`src/rtl/axis_if.sv`:
```
// rtl/axis_if.sv - AXI-Stream style handshake bundle used by the pattern source
interface axis_if #(
  parameter int DATAW = 64
);
  logic [DATAW-1:0] data;
  logic             vld;
  logic             last;
  logic             rdy;

  modport out (output data, output vld, output last, input rdy);
  modport in  (input data, input vld, input last, output rdy);
endinterface

```
`src/rtl/axis_pattern_gen.sv`:
```
// rtl/axis_pattern_gen.sv - framed AXI-Stream test-pattern source (LFSR/counter/constant/walking-one)
module axis_pattern_gen #(
  parameter int          DATAW   = 64,
  parameter int          MAX_LEN = 1024,
  parameter logic [63:0] SEED    = 64'hFEDCBA9876543210,
  localparam int         LEN_W   = $clog2(MAX_LEN + 1)
) (
  input  logic             clk,
  input  logic             s_rst_n,
  input  logic             start,
  input  logic             stop,
  input  logic [1:0]       cfg_mode,
  input  logic [LEN_W-1:0] cfg_len,
  input  logic [15:0]      cfg_frames,
  input  logic [7:0]       cfg_gap,
  input  logic [DATAW-1:0] cfg_const,
  output logic             busy,
  output logic             done,
  output logic [15:0]      frame_cnt,
  axis_if.out              m_axis
);

  typedef enum logic [1:0] {IDLE, SEND, GAP} state_t;

  localparam logic [LEN_W-1:0] MAX_LEN_V = LEN_W'(MAX_LEN);
  localparam logic [LEN_W-1:0] ONE_LEN   = LEN_W'(1);

  state_t           state;
  logic [1:0]       mode_r;
  logic [LEN_W-1:0] len_r;
  logic [15:0]      frames_r;
  logic [7:0]       gap_r;
  logic [DATAW-1:0] const_r;
  logic [LEN_W-1:0] beat_cnt;
  logic [7:0]       gap_cnt;
  logic             stop_pend;
  logic [63:0]      lfsr;
  logic [DATAW-1:0] cnt;
  logic [DATAW-1:0] walk;
  logic [DATAW-1:0] data_r;
  logic             vld_r;
  logic             last_r;

  logic [LEN_W-1:0] len_eff;
  logic [63:0]      lfsr_nxt;
  logic [DATAW-1:0] cnt_nxt;
  logic [DATAW-1:0] walk_nxt;
  logic [LEN_W:0]   beat_plus2;
  logic             beat;
  logic             frames_hit;

  assign m_axis.data = data_r;
  assign m_axis.vld  = vld_r;
  assign m_axis.last = last_r;

  function automatic logic [DATAW-1:0] pick(input logic [1:0] m, input logic [DATAW-1:0] l,
                                            input logic [DATAW-1:0] c, input logic [DATAW-1:0] k,
                                            input logic [DATAW-1:0] w);
    case (m)
      2'd0:    return l;
      2'd1:    return c;
      2'd2:    return k;
      default: return w;
    endcase
  endfunction

  always_comb begin
    len_eff = cfg_len;
    if (cfg_len == '0)
      len_eff = ONE_LEN;
    else if (cfg_len > MAX_LEN_V)
      len_eff = MAX_LEN_V;
  end

  assign lfsr_nxt   = {lfsr[62:0], lfsr[63] ^ lfsr[62] ^ lfsr[60] ^ lfsr[59]};
  assign cnt_nxt    = cnt + DATAW'(1);
  assign walk_nxt   = {walk[DATAW-2:0], walk[DATAW-1]};
  assign beat       = vld_r && m_axis.rdy;
  // last must be set when presenting index len-1, i.e. one beat ahead of it
  assign beat_plus2 = {1'b0, beat_cnt} + (LEN_W+1)'(2);
  assign frames_hit = (frames_r != 16'd0) && ((frame_cnt + 16'd1) == frames_r);

  always_ff @(posedge clk or negedge s_rst_n) begin
    if (!s_rst_n) begin
      state     <= IDLE;
      mode_r    <= 2'd0;
      len_r     <= ONE_LEN;
      frames_r  <= 16'd0;
      gap_r     <= 8'd0;
      const_r   <= '0;
      beat_cnt  <= '0;
      gap_cnt   <= 8'd0;
      stop_pend <= 1'b0;
      lfsr      <= SEED;
      cnt       <= '0;
      walk      <= DATAW'(1);
      data_r    <= '0;
      vld_r     <= 1'b0;
      last_r    <= 1'b0;
      busy      <= 1'b0;
      done      <= 1'b0;
      frame_cnt <= 16'd0;
    end else begin
      done <= 1'b0;
      case (state)
        IDLE: begin
          if (start) begin
            mode_r    <= cfg_mode;
            len_r     <= len_eff;
            frames_r  <= cfg_frames;
            gap_r     <= cfg_gap;
            const_r   <= cfg_const;
            lfsr      <= SEED;
            cnt       <= '0;
            walk      <= DATAW'(1);
            data_r    <= pick(cfg_mode, SEED[DATAW-1:0], '0, cfg_const, DATAW'(1));
            beat_cnt  <= '0;
            frame_cnt <= 16'd0;
            stop_pend <= 1'b0;
            vld_r     <= 1'b1;
            last_r    <= (len_eff == ONE_LEN);
            busy      <= 1'b1;
            state     <= SEND;
          end
        end
        SEND: begin
          if (stop)
            stop_pend <= 1'b1;
          if (beat) begin
            lfsr   <= lfsr_nxt;
            cnt    <= cnt_nxt;
            walk   <= walk_nxt;
            data_r <= pick(mode_r, lfsr_nxt[DATAW-1:0], cnt_nxt, const_r, walk_nxt);
            if (last_r) begin
              beat_cnt  <= '0;
              frame_cnt <= frame_cnt + 16'd1;
              if (frames_hit || stop_pend || stop) begin
                state  <= IDLE;
                vld_r  <= 1'b0;
                last_r <= 1'b0;
                busy   <= 1'b0;
                done   <= 1'b1;
              end else if (gap_r != 8'd0) begin
                state   <= GAP;
                gap_cnt <= gap_r;
                vld_r   <= 1'b0;
                last_r  <= 1'b0;
              end else begin
                last_r <= (len_r == ONE_LEN);
              end
            end else begin
              beat_cnt <= beat_cnt + ONE_LEN;
              last_r   <= (beat_plus2 == {1'b0, len_r});
            end
          end
        end
        GAP: begin
          if (stop) begin
            state <= IDLE;
            busy  <= 1'b0;
            done  <= 1'b1;
          end else if (gap_cnt == 8'd1) begin
            state  <= SEND;
            vld_r  <= 1'b1;
            last_r <= (len_r == ONE_LEN);
          end else begin
            gap_cnt <= gap_cnt - 8'd1;
          end
        end
        default: state <= IDLE;
      endcase
    end
  end

endmodule

```
`src/flat_wrapper.sv`:
```
// flat-port wrapper written by rule: the top's interface ports become plain ports
module axis_pattern_gen_flat 
#(
  parameter int          DATAW   = 64,
  parameter int          MAX_LEN = 1024,
  parameter logic [63:0] SEED    = 64'hFEDCBA9876543210,
  localparam int         LEN_W   = $clog2(MAX_LEN + 1)
)
  (clk, s_rst_n, start, stop, cfg_mode, cfg_len, cfg_frames, cfg_gap, cfg_const, busy, done, frame_cnt, m_axis_data, m_axis_vld, m_axis_last, m_axis_rdy);
  axis_if #(.DATAW(DATAW)) m_axis_i ();
  input  logic clk;
  input  logic s_rst_n;
  input  logic start;
  input  logic stop;
  input  logic [1:0] cfg_mode;
  input  logic [LEN_W-1:0] cfg_len;
  input  logic [15:0] cfg_frames;
  input  logic [7:0] cfg_gap;
  input  logic [DATAW-1:0] cfg_const;
  output logic busy;
  output logic done;
  output logic [15:0] frame_cnt;
  output wire logic [$bits(m_axis_i.data)-1:0] m_axis_data;
  output wire logic [$bits(m_axis_i.vld)-1:0] m_axis_vld;
  output wire logic [$bits(m_axis_i.last)-1:0] m_axis_last;
  input wire logic [$bits(m_axis_i.rdy)-1:0] m_axis_rdy;
  assign m_axis_data = m_axis_i.data;
  assign m_axis_vld = m_axis_i.vld;
  assign m_axis_last = m_axis_i.last;
  assign m_axis_i.rdy = m_axis_rdy;
  axis_pattern_gen #(.DATAW(DATAW), .MAX_LEN(MAX_LEN), .SEED(SEED)) u_core (.clk(clk), .s_rst_n(s_rst_n), .start(start), .stop(stop), .cfg_mode(cfg_mode), .cfg_len(cfg_len), .cfg_frames(cfg_frames), .cfg_gap(cfg_gap), .cfg_const(cfg_const), .busy(busy), .done(done), .frame_cnt(frame_cnt), .m_axis(m_axis_i));
endmodule
```
`config.mk`:
```
export PLATFORM = sky130hd
export DESIGN_NAME = axis_pattern_gen_flat
export DESIGN_NICKNAME = d
export VERILOG_FILES = /design/src/rtl/axis_if.sv /design/src/rtl/axis_pattern_gen.sv /design/src/flat_wrapper.sv
export SDC_FILE = /design/constraint.sdc
export NUM_CORES = 1
export LEC_CHECK = 0
export ABC_AREA = 1
export CELL_PAD_IN_SITES_DETAIL_PLACEMENT = 0
export CELL_PAD_IN_SITES_GLOBAL_PLACEMENT = 2
export CORE_MARGIN = 3
export CORE_UTILIZATION = 34
export CTS_BUF_LIST = sky130_fd_sc_hd__clkbuf_8 sky130_fd_sc_hd__clkbuf_16
export DETAILED_ROUTE_END_ITERATION = 7
export PLACE_DENSITY = 0.81
export SLEW_MARGIN = 20
export SYNTH_ARGS = -nofsm -noshare
export SYNTH_HDL_FRONTEND = slang
export SYNTH_SLANG_ARGS = --single-unit
```
`constraint.sdc`:
```
create_clock -name clk -period 2.8 [get_ports clk]
set_clock_uncertainty 0.05 [all_clocks]
set_input_delay 0.56 -clock clk [delete_from_list [all_inputs] [get_ports clk]]
set_output_delay 0.56 -clock clk [all_outputs]
set_load 0.02 [all_outputs]
```
Word level (Yosys, flattened, before mapping)
Index checks and enable logic that the tools add are counted.
{ "classes": {"bitwise_logic": 3, "reduce_logical": 22, "magnitude_cmp": 1, "addsub": 5, "eq_ne": 24, "mux": 68} }
{ "op_table": {"columns": ["operator", "n"], "rows": [
  ["$mux 64", 8],
  ["$pmux 64 s2", 4],
  ["$pmux 64 s3", 2],
  ["$add 64x1->64 const B", 1],
  ["$mux 11", 5],
  ["$mux 16", 3],
  ["$mux 8", 6],
  ["$pmux 16 s2", 1],
  ["$mux 1", 24],
  ["$eq 11x1->1 const B", 2],
  ["$pmux 11 s2", 1],
  ["$add 16x1->16 const B", 1],
  ["$eq 16x16->1", 1],
  ["$pmux 8 s2", 1],
  ["$reduce_bool 16->1", 1],
  ["$mux 2", 7],
  ["$reduce_and 7->1", 2],
  ["$add 11x2->12 const B", 1],
  ["$eq 12x11->1", 1],
  ["$ne 2x2->1 const B", 6],
  ["$add 11x1->11 const B", 1],
  ["$gt 11x11->1 const B", 1],
  ["$logic_not 11->1", 1],
  ["$ne 2x1->1 const B", 5],
  ["21 further kinds", 37]
]} }
{ "totals": {"elab_cells": 141, "regBits": 399, "out_inout_bits": 84, "in_bits": 106} }

Logic depth before layout (Yosys ltp)
{ "logic_depth": {"word_depth": 9, "ltp_mapped": 18, "depth_no_buf": 17} }

Least setup slack after synthesis
OpenSTA, ideal clock, no wires.
{ "synth_path": {"kind": "register to register", "startpoint": "reg u_core.frame_cnt[0]", "endpoint": "reg u_core.gap_cnt[4]", "path_stages_with_launch": 16, "path_slack_ns": 0.582, "t_arrival_ns": 2.045, "cell_sequence": "dfrtp_1 > ha_1 > or2_2 > nand3_1 > nand3_1 > nor2_1 > nand2_1 > inv_1 > nand2_1 > nor2_2 > nand3_2 > nand2_2 > nand2_2 > nand2_4 > buf_8 > o21ai_2"} }
{ "synth_between": {"elab_chain_cells": 7} }
{ "synth_rtl": {"columns": ["item", "line_no", "text"], "rows": [
  ["from (decl)", "axis_pattern_gen.sv:19", "output logic [15:0] frame_cnt,"],
  ["from (signal assigned)", "axis_pattern_gen.sv:136", "frame_cnt <= frame_cnt + 16'd1;"],
  ["$add 16x1->16", "axis_pattern_gen.sv:81", "assign frames_hit = (frames_r != 16'd0) && ((frame_cnt + 16'd1) == frames_r);"],
  ["$eq 16x16->1", "axis_pattern_gen.sv:81", null],
  ["$logic_and 1x1->1", "axis_pattern_gen.sv:81", null],
  ["$logic_or 1x1->1 (2 in a row)", "axis_pattern_gen.sv:137", "if (frames_hit || stop_pend || stop) begin"],
  ["$ne 2x2->1 (no source line)", null, null],
  ["$reduce_and 7->1 (no source line)", null, null],
  ["to (signal assigned)", "axis_pattern_gen.sv:145", "gap_cnt <= gap_r;"],
  ["to (signal assigned)", "axis_pattern_gen.sv:167", "gap_cnt <= gap_cnt - 8'd1;"],
  ["to (decl)", "axis_pattern_gen.sv:35", "logic [7:0] gap_cnt;"]
]} }
No other way between the ends.
A chain may end at the register's enable or synchronous reset.

Worst setup path in the final report
{ "layout_path": {"startpoint": "reg u_core.cnt[14]", "endpoint": "reg u_core.data_r[29], in the netlist u_core.m_axis.data[29]"} }
{ "layout_between": {"elab_chain_cells": 4} }
{ "layout_rtl": {"columns": ["item", "line_no", "text"], "rows": [
  ["from (decl)", "axis_pattern_gen.sv:38", "logic [DATAW-1:0] cnt;"],
  ["from (signal assigned)", "axis_pattern_gen.sv:131", "cnt <= cnt_nxt;"],
  ["$add 64x1->64", "axis_pattern_gen.sv:76", "assign cnt_nxt = cnt + DATAW'(1);"],
  ["$pmux 64 s3", "axis_pattern_gen.sv:59", "case (m)"],
  ["$mux 64", "axis_pattern_gen.sv:129", "if (beat) begin"],
  ["$pmux 64 s2", "axis_pattern_gen.sv:105", "case (state)"],
  ["to (signal assigned)", "axis_pattern_gen.sv:116", "data_r <= pick(cfg_mode, SEED[DATAW-1:0], '0, cfg_const, DATAW'(1));"],
  ["to (signal assigned)", "axis_pattern_gen.sv:133", "data_r <= pick(mode_r, lfsr_nxt[DATAW-1:0], cnt_nxt, const_r, walk_nxt);"],
  ["to (decl)", "axis_pattern_gen.sv:40", "logic [DATAW-1:0] data_r;"]
]} }
No other way between the ends. The select of a mux whose other input is x is not followed.

==> results.yml <==
outcome:
  outcome: "completed"
logic_synthesis:
  syn_nets: 2727
  avgSynthCellArea_um2: 7.877
  synth_flop_cell: "dfrtp_1"
  ys_warn_count: 0
  ys_types: 52
  syn_inst: 2611
  ys_seq_area_share_pct: 48.76
  synth-simple-area-share_pct: 22.36
  synth_fa_ha_area_share_pct: 0.6084
  synth.area.mux_share_pct: 0
  synth_edf_count: 0
  synth_top_family_by_area: "simple AND/OR/NAND/NOR gates"
  synth_area_um2: 20570
  synth_seq_cells: 399
  synthArstFlopShare_pct: 100.0
  synth_compound_area_share_pct: 17.50
  synthXorXnorAreaFrac_pct: 2.221
clock_tree:
  cts_made_buffers: 48
  ctsResizeCount: 0
  cts.clk_slew.worst_paths_ps: 60
  htreeDepth: 2
  clockBufferDepth: 3
  cts_tree: "done"
  root_buffer: "clkbuf_16"
  clkSinkCount: 399
  clk_latency_ps: 610
cells_and_area:
  final_cell_area_um2: 25580
  drive_above_1_share_pct: 8.995
  fillers: 6060
  nets: 2933
  syn_to_final_growth_pct: 24.40
sta:
  fin_crit_sh_pct: 94.59
  worst_pin_slew_ps: 578.2
  rsz0062_at_grt: "no"
  maxSlewViolCount: 0
  hold_viol: 0
  fmax_mhz: 377.6
  worst_slack_ps: 151.5
  relSlewSlack_pct: 61.45
  fin_setup_tns_ps: 0
  setup_viol_count_final: 0
  period_needed_ps: 2648
floorplan:
  chipHeight_um: 251.9
  die_x_um: 251.9
  pin_count: 190
  core-area_um2: 59460
  start_util_pct: 34.59
  std_cell_rows: 89
  die_area_um2: 63480
worst_setup_path:
  crit_family: "simple AND/OR/NAND/NOR gates"
  regToRegStartpoint: "u_core.cnt[14]"
  path_cells: "nand2_1 > nor3_1 > nand2_1 > nor2_1 > nand2_1 > buf_4 > xor2_1 > o211ai_1 > a21oi_1 > o21ai_1"
  cp_slowest_cell: "dfrtp_1"
  critPathMaxStageDelay_ps: 430
  worstSetupPathDepth: 10
  cpMostUsedCell: "nand2_1"
  path_buf_inv: 1
  path_max_fanout: 4
  r2r_end: "u_core.m_axis.data[29]"
  path_class: "flop to flop"
  worstPathRequired_ps: 3220
  cp-end-kind: "flop"
  r2r_slack_ps: 150
  cp-start-kind: "flop"
  r2r_cells: 10
  crit_arrival_ps: 3070
drt:
  wl_met3_mm: 3.562
  vias: 19120
  drc_errors: 0
  drt-initial-drc-count: 1424
  met2_wirelength_mm: 36.02
  drt_wl_total_mm: 75.10
  via_per_inst: 5.265
  dr.max_layer_used: "met4"
  routedWlPerCell_um: 20.68
  wl_met1_mm: 33.73
  antenna_left: 0
  dr.pass1.iters: 5
placement:
  gp_congestion: 0.9264
  dp_slack_ps: 255.3
  dp_hpwl_mm: 54.10
  placed_cell_area_um2: 23920
  io_buffers: 189
global_routing:
  grt_pass1_wl_mm: 115.0
  grt_remaining_overflow: 0
  grt_pass1_vias: 19020
  grt_use_total_pct: 23.32
  grt_max_degree: 97
  antenna_found_initial: 0
power:
  irDropWorstVdd_uv: 618.2
  power-per-cell-area_nw_per_um2: 1036
  total_power_mw: 26.50
  power_leakage_nw: 11.15
flow_run:
  drv_cap: 0
worst_hold_path:
  hold_path_class: "input port to async pin"
flip-flops by register name, summed over array words and instances, names as in the netlist, 2 cells and up:
name and flops:
u_core.gap_cnt 8, u_core.beat_cnt 11, u_core.m_axis.data 64, u_core.lfsr 64, u_core.len_r 11, u_core.gap_r 8, u_core.state 2, u_core.const_r 64
u_core.walk 64, u_core.mode_r 2, u_core.cnt 64, u_core.frame_cnt 16, u_core.frames_r 16
logic make-up after synthesis:
group           after synthesis
compound gates              597
buf+inv                     463
simple gates               1093
flops                       399
fa+ha+maj                    10
xor+xnor                     49
final cells by class:
class | instances | area (µm²) | area share, %
clock inverter | 34 | 344.1 | 1.345
antenna | 1 | 2.502 | 0.009781
inverter | 338 | 1279 | 4.998
clock buffer | 56 | 1311 | 5.125
multi-input combinational | 1749 | 8825 | 34.49
timing repair buffer | 281 | 2828 | 11.05
sequential | 399 | 10030 | 39.19
tap | 773 | 967.2 | 3.781
power by group:
part	switching (mW)	internal [mW]	leakage [nW]
Combinational	7.24	3.99	5.19
Clock	2.68	3.91	0.857
Sequential	1.10	7.58	5.11
cells in the final DEF (no fill, tap or decap), types with 12 or more instances in the layout:
cell type	n
nand2_1	599
dfrtp_1	365
inv_1	339
nor2_1	218
o21ai_0	195
clkdlybuf4s50_1	188
nand3_1	137
o22ai_1	127
a21oi_1	118
buf_4	72
nand4_1	50
clkbuf_16	48
xor2_1	40
nor3_1	38
a22oi_1	37
dfstp_2	34
a221oi_1	22
o211ai_1	21
buf_12	19
o2111ai_1	18
a31oi_1	17
o221ai_1	12
per-stage QoR:
| stage | hold slack [ps] | util (%) | cells |
|---|---|---|---|
| final | 385.8 | 43.02 | 3631 |
| after global routing | 408.6 | 43.02 | 3630 |
| after CTS | 379.3 | 43.02 | 3630 |
| after detailed placement | 411.5 | 40.22 | 3539 |
| after global placement | 407.0 | 40.22 | 3539 |
| after floorplan | 214.4 | - | 2611 |
per-layer routing:
layer / track usage [%] / vias to the layer above
met5: 0 / -
met3: 3.154 / 93
met4: 6.378 / 0
met2: 39.17 / 513
li1: - / 9161
met1: 31.73 / 9351
Yosys cell counts, types with 3 or more instances:
cell | n | area share [%]
nand2_1 | 601 | 11
dfrtp_1 | 365 | 44
inv_1 | 329 | 6.0
nor2_1 | 223 | 4.1
o21ai_0 | 195 | 4.7
nand3_1 | 137 | 3.3
o22ai_1 | 127 | 3.9
a21oi_1 | 118 | 2.9
clkbuf_1 | 104 | 1.9
nand4_1 | 50 | 1.5
xor2_1 | 40 | 1.7
nor3_1 | 38 | 0.92
a22oi_1 | 37 | 1.4
dfstp_2 | 34 | 4.3
a221oi_1 | 22 | 0.94
o211ai_1 | 21 | 0.77
o2111ai_1 | 18 | 0.77
a31oi_1 | 17 | 0.52
buf_1 | 12 | 0.22
o221ai_1 | 12 | 0.51
ha_1 | 10 | 0.61
buf_2 | 8 | 0.19
nor4_1 | 8 | 0.24
nor2_2 | 7 | 0.21
o21ai_2 | 7 | 0.30
xnor2_1 | 7 | 0.30
inv_2 | 6 | 0.11
nand2_2 | 6 | 0.18
o21ai_1 | 6 | 0.15
or2_2 | 5 | 0.15
and2_1 | 4 | 0.12
nand3b_1 | 4 | 0.15
nor2_4 | 4 | 0.22
a211oi_1 | 3 | 0.11
clkinv_1 | 3 | 0.055
nand3_2 | 3 | 0.15
worst max path at each step:
stage | start | slack (ps) | endpoint
5_1_grt | u_core.frame_cnt[0] | 7 | u_core.gap_cnt[7]
3_3_place_gp | u_core.cnt[15] | 260 | u_core.m_axis.data[21]
2_1_floorplan | u_core.frame_cnt[0] | 580 | u_core.gap_cnt[4]
6_report | u_core.cnt[14] | 150 | u_core.m_axis.data[29]
3_5_place_dp | u_core.cnt[15] | 260 | u_core.m_axis.data[21]
4_1_cts | u_core.frame_cnt[0] | 230 | u_core.gap_cnt[7]
what timing repair did:
item / 4_1_cts / 5_1_grt
endpoints found under the hold margin: 24 / 0
buffers inserted: 0 / 0
hold buffers: 1 / 0
Note: power is estimated with default switching activity, not from simulation.
